==> src/rtl/machine_d_pkg.sv <==
// Shared definitions for machine_d and its downstream consumers.
//   S_W     : width of the machine_d state code
//   A_W     : width of the machine_d data word
//   ENTRY_W : width of one captured snapshot {tag, S, A}
//   TAG_F   : tag for an F rising-edge event
//   TAG_S   : tag for an S change event
//   mk_entry: packs a snapshot into the capture entry layout
package machine_d_pkg;

  localparam int S_W     = 3;
  localparam int A_W     = 12;
  localparam int ENTRY_W = 1 + S_W + A_W;

  localparam logic TAG_F = 1'b0;
  localparam logic TAG_S = 1'b1;

  typedef logic [ENTRY_W-1:0] entry_t;

  function automatic entry_t mk_entry(input logic tag,
                                      input logic [S_W-1:0] s,
                                      input logic [A_W-1:0] a);
    return {tag, s, a};
  endfunction

endpackage

==> src/rtl/capture_fifo.sv <==
// First-word-fall-through FIFO holding machine_d capture entries.
// Ports:
//   i_clk, i_rst : clock, synchronous active-high reset
//   i_push       : write request (i_wdata)
//   i_pop        : read request; ignored while empty
//   o_rdata      : head entry, zero while empty
//   o_empty/o_full/o_count : registered occupancy
//   o_push_ok    : the current push request will be stored this edge
// A push into a full FIFO is accepted only when a pop frees a slot on the
// same edge; otherwise it is refused and the contents are left untouched.
module capture_fifo
  import machine_d_pkg::*;
#(
  parameter int DEPTH = 8,
  parameter int AW    = 3
) (
  input  logic          i_clk,
  input  logic          i_rst,
  input  logic          i_push,
  input  logic          i_pop,
  input  entry_t        i_wdata,
  output entry_t        o_rdata,
  output logic          o_empty,
  output logic          o_full,
  output logic [AW:0]   o_count,
  output logic          o_push_ok
);

  logic [AW-1:0] r_wr_ptr;
  logic [AW-1:0] r_rd_ptr;
  logic [AW:0]   r_count;
  logic          r_empty;
  logic          r_full;
  entry_t        r_mem [DEPTH];

  logic          w_pop;
  logic          w_push;
  logic [AW:0]   w_count_nxt;

  assign w_pop       = i_pop && !r_empty;
  assign w_push      = i_push && (!r_full || w_pop);
  assign w_count_nxt = r_count + (AW+1)'(w_push) - (AW+1)'(w_pop);

  always_ff @(posedge i_clk) begin
    if (i_rst) begin
      r_wr_ptr <= '0;
      r_rd_ptr <= '0;
      r_count  <= '0;
      r_empty  <= 1'b1;
      r_full   <= 1'b0;
    end else begin
      if (w_push) r_wr_ptr <= r_wr_ptr + 1'b1;
      if (w_pop)  r_rd_ptr <= r_rd_ptr + 1'b1;
      r_count <= w_count_nxt;
      r_empty <= (w_count_nxt == '0);
      r_full  <= (w_count_nxt == (AW+1)'(DEPTH));
    end
  end

  // Storage carries no reset; the empty flag masks stale contents.
  always_ff @(posedge i_clk) begin
    if (w_push) r_mem[r_wr_ptr] <= i_wdata;
  end

  assign o_rdata   = r_empty ? '0 : r_mem[r_rd_ptr];
  assign o_empty   = r_empty;
  assign o_full    = r_full;
  assign o_count   = r_count;
  assign o_push_ok = w_push;

endmodule

==> src/rtl/machine_d_capture.sv <==
// Downstream consumer of machine_d: detects F rising edges and buffers a
// {tag, S, A} snapshot per event in a FWFT FIFO drained by the host.
// Optional feature macro: TRANSITION_LOG_EN -- also log S changes (tag 1);
// an F event in the same cycle takes priority and the S change is discarded.
// Ports:
//   CLK, RESET : clock, synchronous active-high reset
//   F, S, A    : machine_d flag, state code, data word
//   rd_en      : pop request
//   rd_data    : head entry (zero while empty)
//   empty, full, count : FIFO occupancy
//   evt_cnt    : events since reset (accepted or dropped), wraps
//   ovf        : sticky dropped-event flag
//   ovf_cnt    : dropped events, saturating
module machine_d_capture
  import machine_d_pkg::*;
#(
  parameter int DEPTH = 8,
  parameter int AW    = 3,
  parameter int OVF_W = 8
) (
  input  logic               CLK,
  input  logic               RESET,
  input  logic               F,
  input  logic [S_W-1:0]     S,
  input  logic [A_W-1:0]     A,
  input  logic               rd_en,
  output logic [ENTRY_W-1:0] rd_data,
  output logic               empty,
  output logic               full,
  output logic [AW:0]        count,
  output logic [15:0]        evt_cnt,
  output logic               ovf,
  output logic [OVF_W-1:0]   ovf_cnt
);

  logic             r_f_prev;
  logic [15:0]      r_evt_cnt;
  logic             r_ovf;
  logic [OVF_W-1:0] r_ovf_cnt;

  logic             w_f_evt;
  logic             w_s_evt;
  logic             w_push;
  logic             w_push_ok;
  logic             w_drop;
  entry_t           w_wdata;

  assign w_f_evt = F && !r_f_prev;

`ifdef TRANSITION_LOG_EN
  logic [S_W-1:0] r_s_prev;

  // S change only produces an entry when no F event claims this cycle.
  assign w_s_evt = (S != r_s_prev) && !w_f_evt;

  always_ff @(posedge CLK) begin
    if (RESET) r_s_prev <= '0;
    else       r_s_prev <= S;
  end
`else
  assign w_s_evt = 1'b0;
`endif

  assign w_push  = w_f_evt || w_s_evt;
  assign w_wdata = mk_entry(w_f_evt ? TAG_F : TAG_S, S, A);
  assign w_drop  = w_push && !w_push_ok;

  capture_fifo #(
    .DEPTH (DEPTH),
    .AW    (AW)
  ) u_fifo (
    .i_clk     (CLK),
    .i_rst     (RESET),
    .i_push    (w_push),
    .i_pop     (rd_en),
    .i_wdata   (w_wdata),
    .o_rdata   (rd_data),
    .o_empty   (empty),
    .o_full    (full),
    .o_count   (count),
    .o_push_ok (w_push_ok)
  );

  always_ff @(posedge CLK) begin
    if (RESET) begin
      r_f_prev  <= 1'b0;
      r_evt_cnt <= '0;
      r_ovf     <= 1'b0;
      r_ovf_cnt <= '0;
    end else begin
      r_f_prev <= F;
      if (w_push) r_evt_cnt <= r_evt_cnt + 16'd1;
      if (w_drop) begin
        r_ovf <= 1'b1;
        if (r_ovf_cnt != '1) r_ovf_cnt <= r_ovf_cnt + 1'b1;
      end
    end
  end

  assign evt_cnt = r_evt_cnt;
  assign ovf     = r_ovf;
  assign ovf_cnt = r_ovf_cnt;

endmodule

==> config.mk <==
export PLATFORM = sky130hd
export DESIGN_NAME = machine_d_capture
export DESIGN_NICKNAME = d
export VERILOG_FILES = /design/src/rtl/machine_d_pkg.sv /design/src/rtl/capture_fifo.sv /design/src/rtl/machine_d_capture.sv
export SDC_FILE = /design/constraint.sdc
export NUM_CORES = 1
export LEC_CHECK = 0
export ABC_AREA = 1
export CORE_UTILIZATION = 55
export CTS_CLUSTER_DIAMETER = 30
export CTS_CLUSTER_SIZE = 25
export DETAILED_ROUTE_END_ITERATION = 6
export PLACE_DENSITY = 0.79
export SLEW_MARGIN = 20
export SYNTH_ARGS = -nofsm -noshare
export SYNTH_HDL_FRONTEND = slang
export SYNTH_HIERARCHICAL = 1
export SYNTH_SLANG_ARGS = --single-unit
==> constraint.sdc <==
create_clock -name CLK -period 2.56 [get_ports CLK]
set_input_delay 0.512 -clock CLK [delete_from_list [all_inputs] [get_ports CLK]]
set_output_delay 0.512 -clock CLK [all_outputs]
set_load 0.01 [all_outputs]
==> Word level (Yosys, flattened, before mapping) <==
Memories as Yosys holds them, arrays and structs flattened. A register that Yosys moved wholly into a read port is not among the register bits.
Cells that the tools add are included.
{ "classes": {"n_addsub": 6, "n_eq_ne": 2, "n_mux": 6, "n_reduce_logical": 11} }
{ "op_table": {"columns": ["operator", "n"], "rows": [
  ["adder 16 x 1 -> 16 bit, second input constant", 1],
  ["two-way mux 16 bit", 1],
  ["adder 8 x 1 -> 8 bit, second input constant", 1],
  ["!= test 8 bit, second input constant", 1],
  ["adder 3 x 1 -> 3 bit, second input constant", 2],
  ["two-way mux 3 bit", 2],
  ["adder 4 x 1 -> 4 bit", 1],
  ["equality test 4 bit, second input constant", 1],
  ["logical AND 1 bit", 4],
  ["logical NOT 1 bit", 4],
  ["logical NOT 4 bit", 1],
  ["subtractor 4 x 1 -> 4 bit", 1],
  ["two-way mux 1 bit", 3],
  ["AND reduction 2 bit", 1],
  ["logical OR 1 bit", 1]
]} }
{ "word_totals": {"ff_bits": 38, "ramBits": 128, "input_bits": 19, "output_inout_bits": 47, "elab_cells": 35, "mem_count": 1} }
{ "mem_list": {"columns": ["name", "depth", "width", "rd", "rd_ports_with_merged_regs", "wr", "line", "text"], "rows": [
  ["u_fifo.r_mem", 8, 16, 1, 1, 1, "capture_fifo.sv:34", "entry_t r_mem [DEPTH];"]
]} }

==> Longest topological paths before layout <==
Gate-level depths: netlist of run 1.
{ "logic_depth": {"depth_word": 7, "depth_mapped": 13} }

==> By module <==
The synthesis of run 1 kept the hierarchy.
{ "modules_own_cells": {"columns": ["mod", "n_inst", "cells_each", "area_per_inst_um2", "seq_area_each_um2"], "rows": [
  ["capture_fifo", 1, 567, 5980.7, 4144.0],
  ["machine_d_capture", 1, 191, 1346.3, 520.5]
]} }

==> Worst setup path after synthesis of run 1 <==
OpenSTA, ideal clock, no wires.
{ "synth_timing": {"path_kind": "input port to flip-flop", "from": "in F", "to": "mem u_fifo/r_mem[1][0] (netlist bit), enable pin", "arrival_time_ps": 1897, "required_time_ps": 2172, "setup_slack_ps": 275, "cell_stages": 6, "cell_sequence": "inv_2 nor2_2 nand2_2 inv_1 nand2_1 nor2_1"} }
{ "synth_via": {"elab_chain_cells": 4} }
{ "synth_lines": {"columns": ["item", "line", "text"], "rows": [
  ["start: declaration", "machine_d_capture.sv:23", "input logic F,"],
  ["logical AND 1 bit", "machine_d_capture.sv:48", "assign w_f_evt = F && !r_f_prev;"],
  ["named net w_f_evt", "machine_d_capture.sv:41", "logic w_f_evt;"],
  ["logical AND 1 bit", "capture_fifo.sv:41", "assign w_push = i_push && (!r_full || w_pop);"],
  ["named net w_push_ok", "machine_d_capture.sv:44", "logic w_push_ok;"],
  ["two-way mux 1 bit", "capture_fifo.sv:62", "if (w_push) r_mem[r_wr_ptr] <= i_wdata;"],
  ["two-way mux 1 bit (implied by the code)", "capture_fifo.sv:62", null],
  ["end: declaration", "capture_fifo.sv:34", null]
]} }
The timed path passes the listed nets, and every way through them passes these cells.

==> impl_summary.txt, run 1 <==
----------------------------------------------------
[Die]
  Initial cell density of the core ... 57.1%
  Die Span Y ... 117 microns
  Die X ... about 120 microns
  Number of top-level pins ... 66
  Core Footprint ... approximately 13000 sq um
  DIE AREA ... 13800 sq um
  Number of core rows ... 41

[Layout]
  FILL cells ... 886
  Layout area overhead ... 23.9%
  Final net count ... 884
  Inserted Diodes ... 0
  Area of the multi-input gates ... ~2200 sq um
  Layout cells sized above 1 ... 11.0%
  Flip-flop and latch area ... 4670 sq um
  Final design utilization ... 70.8%

[Global route]
  Number of antenna violations at the first check in global routing ... 0
  Global route hottest layer ... met2
  Maximum number of pins on one net before global-route repair ... 27
  Number of global-route vias before repair ... 5406
  Overall Global Routing Usage ... between 20 and 25%
  Met2 usage in global routing ... 40.4%
  Met1 track demand over resource ... 29.0%
  Grt met3 use ... 4.28%
  First-pass GRT wire length ... about 26 mm
  Grt ovf ... 0

[Critical path]
  R2r endpoint ... u_fifo/o_full
  Endpoint class of the critical path ... output port
  Setup crit start kind ... flip-flop
  Worst-case register-to-register setup slack ... 0.33 ns
  Arrival time reported for the critical path endpoint ... 1.96 ns
  Logic depth of the worst register-to-register path ... 11
  CP max FO ... 13
  Required time at the endpoint of the critical path ... about 2 ns
  Crit Reg-Reg Startpoint ... u_fifo/o_empty
  Kind of critical path ... reg2out

[Yosys]
  Number of flops mapped to enable cells by yosys ... 128
  Sequential element share of the synthesized area ... 63.7%
  Mapped Avg Cell Area ... 9.67 sq um
  Instance count of the mapped netlist ... 758
  Most numerous cell types in the synthesized netlist ... 172 x sky130_fd_sc_hd__nor2_1, 139 x sky130_fd_sc_hd__nand2_1, 128 x sky130_fd_sc_hd__edfxtp_1
  Share of async-settable or async-resettable flops after synthesis ... 0%
  Number of distinct library cells after synthesis ... 37
  Number of storage elements in the synthesis netlist ... 169
  Ys flop type ... sky130_fd_sc_hd__edfxtp_1
  Cell type contributing the most total cell area after synthesis ... sky130_fd_sc_hd__edfxtp_1
  Net count after synthesis ... between 700 and 800
  Warnings, synthesis ... 6
  Area share of the leading cell type in the synthesized netlist ... 52.5%
  Cell types with the largest area share after synthesis ... sky130_fd_sc_hd__edfxtp_1 52%, sky130_fd_sc_hd__dfxtp_1 11%, sky130_fd_sc_hd__nor2_1 8.8%, sky130_fd_sc_hd__nand2_1 7.1%, sky130_fd_sc_hd__inv_1 4.3%
  Most frequent cell after synthesis ... sky130_fd_sc_hd__nor2_1
  Post-Synthesis Cell Area ... 7330 sq um

[Flow run]
  Max capacitance violation total ... 0

[Power and ir drop]
  Cell internal pwr ... 0.00546 W
  Static leakage ... 3.70 nW
  Sw power ... 0.00219 W
  Clock power share ... 32.6%
  Maximum vdd drop ... approximately 0.55 mV
  Switching power as a share of total power ... about 29%
  Combinational share of power ... 25.3%
  Total power density per cell area ... between 800 and 900 nW/um^2
  Seq pwr share ... between 40 and 50%

[Timing]
  Tcrit/Tclk final ... 96.7%
  Count of endpoints failing hold in the final timing report ... 0
  Post-layout min period ... 2.47 ns
  Number of failing setup endpoints in the final timing report ... 0
  Worst relative slew slack ... 79.1%
  Max Fclk ... ~0.4 GHz
  Final-layout worst hold slack ... approximately 0.47 ns
  Worst Clk Skew ... just under 0.008 ns
  Actual slew at the worst max-slew pin ... 0.313 ns
  Final count of pins violating max slew ... 0
  Worst-case setup margin in the final layout ... 0.0853 ns

[CTS]
  Clock transition at the registers of the reported paths ... 0.06 ns
  Worst skew pair latency ... 0.42 ns
  Number of buffers added by the clock tree synthesis step ... 17
  Clock sink total ... 169
  Maximum level of the CTS H-tree ... 4
  TritonCTS clock tree ... done
  Clock tree buffer depth ... 2
  Number of hold-repair buffers added at the cts stage ... 0
  Clock root buffer master ... sky130_fd_sc_hd__clkbuf_16

[Hold path]
  Worst hold-check path type ... reg2reg
  Hold Path Sink ... u_fifo/r_rd_ptr[2]
  Worst hold path stage count ... 2
  Start point of the worst min-delay path ... u_fifo/r_rd_ptr[2]

[Detailed routing]
  Initial drt markers ... 322
  Detailed-route DRC error count ... 0
  TritonRoute pass-1 iters ... 5
  Drt total wl ... 15.8 mm
  Detail-routed net length per standard cell ... 15.2 microns
  Via density per instance ... 5.23
  Overall via count from detail_route ... 5444
  Number of nets still failing antenna checks after routing ... 0

[Outcome]
  Status ... finished, final reports clean

[Placement]
  DP HPWL ... between 10 and 15 mm
  Buffers on Ports ... 65
  Global placer's final weighted congestion ... around 0.85
  Place WS ... -0.204 ns

----------------------------------------------------
-- stage by stage --
step	TNS (ns)	instance area [sq um]	std cells	total power, W
after floorplan	0	7330	758	0.00433
after global placement	-0.158	8370	1005	0.00504
after detailed placement	-0.510	8370	1005	0.00513
after CTS	-0.152	8980	1038	0.00764
after global routing	-0.0108	9080	1041	0.00803
final	0	9080	1041	0.00765
-- critical path: stages (launching register included) --
cell and delay, ns:
sky130_fd_sc_hd__dfxtp_4 0.40, sky130_fd_sc_hd__inv_6 0.14, sky130_fd_sc_hd__buf_4 0.19, sky130_fd_sc_hd__nor2_1 0.05, sky130_fd_sc_hd__o21ai_0 0.17, sky130_fd_sc_hd__nor2_1 0.08
sky130_fd_sc_hd__nor2_1 0.20, sky130_fd_sc_hd__dlygate4sd2_1 0.31
-- timing repair --
item                                    4_1_cts  5_1_grt
endpoints found under the setup margin       16       10
resized for setup                            23       20
setup buffers                                 1        3
-- per-layer routing --
| layer | wire, microns | share of wire [%] |
|---|---|---|
| met3 | 785 | 5.0 |
| met2 | 8000 | 50 |
| met5 | 0 | 0 |
| met4 | 578 | 3.6 |
| met1 | 6470 | 41 |
-- cell usage in the layout (no fill, tap or decap), types with 5 or more instances in the layout --
cell type	count
sky130_fd_sc_hd__clkbuf_1	5
sky130_fd_sc_hd__dfxtp_1	39
sky130_fd_sc_hd__a21oi_1	9
sky130_fd_sc_hd__buf_4	28
sky130_fd_sc_hd__clkdlybuf4s50_1	49
sky130_fd_sc_hd__ha_1	8
sky130_fd_sc_hd__inv_1	81
sky130_fd_sc_hd__nor2_2	5
sky130_fd_sc_hd__nand2_1	139
sky130_fd_sc_hd__dlygate4sd2_1	7
sky130_fd_sc_hd__buf_12	6
sky130_fd_sc_hd__nor2_1	171
sky130_fd_sc_hd__clkbuf_16	17
sky130_fd_sc_hd__nand4_1	6
sky130_fd_sc_hd__edfxtp_1	128
sky130_fd_sc_hd__o21ai_1	8
sky130_fd_sc_hd__dlymetal6s2s_1	9
sky130_fd_sc_hd__nand3_1	47
sky130_fd_sc_hd__o21ai_0	49
-- flip-flops by register name, indices dropped and copies added, names as in the netlist, named ones only --
name and flops:
u_fifo/r_mem 128, evt_cnt 16, ovf_cnt 8, u_fifo/o_count 4
u_fifo/r_rd_ptr 3, u_fifo/r_wr_ptr 3, ovf 1, r_f_prev 1
u_fifo/o_empty 1, u_fifo/o_full 1
-- power groups by stage --
| stage | combinational (W) | sequential [W] | clock, W |
|---|---|---|---|
| floorplan | 0.00108 | 0.00325 | 0 |
| global placement | 0.00179 | 0.00325 | 0 |
| detailed placement | 0.00187 | 0.00326 | 0 |
| CTS | 0.00190 | 0.00321 | 0.00253 |
| global route | 0.00215 | 0.00323 | 0.00265 |
| finish | 0.00193 | 0.00322 | 0.00249 |
-- area by class of cell --
cell class              count  share of cell area [%]
flip-flops and latches    169                    51.5
clock buffers              22                    4.89
well taps                 172                    2.37
repair buffers            106                    11.9
clock inverters            10                    1.43
inverters                  88                    3.74
multi-input cells         474                    24.2
-- how the worst max path moves through the flow --
stage / from / slack (ns) / end
4_1_cts: flip-flop / -0.04 / rd_data[12]
3_3_place_gp: F / -0.08 / u_fifo/o_empty
6_report: flip-flop / 0.09 / rd_data[0]
3_5_place_dp: F / -0.20 / u_fifo/o_full
5_1_grt: flip-flop / -0.01 / rd_data[0]
2_1_floorplan: F / 0.27 / u_fifo/r_mem[1][0]
-- cells by family (layout without fill, tap and decap cells) --
| logic type | after synthesis | after routing | share of synthesized area [%] |
|---|---|---|---|
| buf+inv | 115 | 226 | 6.44 |
| xor+xnor | 5 | 5 | 0.598 |
| simple gates | 388 | 388 | 22.6 |
| flops | 169 | 169 | 63.7 |
| compound gates | 72 | 72 | 5.11 |
| fa+ha+maj | 9 | 9 | 1.64 |
No activity file was read; power rests on OpenSTA's default activity.
==> inputs of run 2 (changes only) <==
Settings changed: CTS_CLUSTER_SIZE 25 to 20.
==> results of run 2 <==
No change in the layout: final DEF, timing and power equal those of run 1.
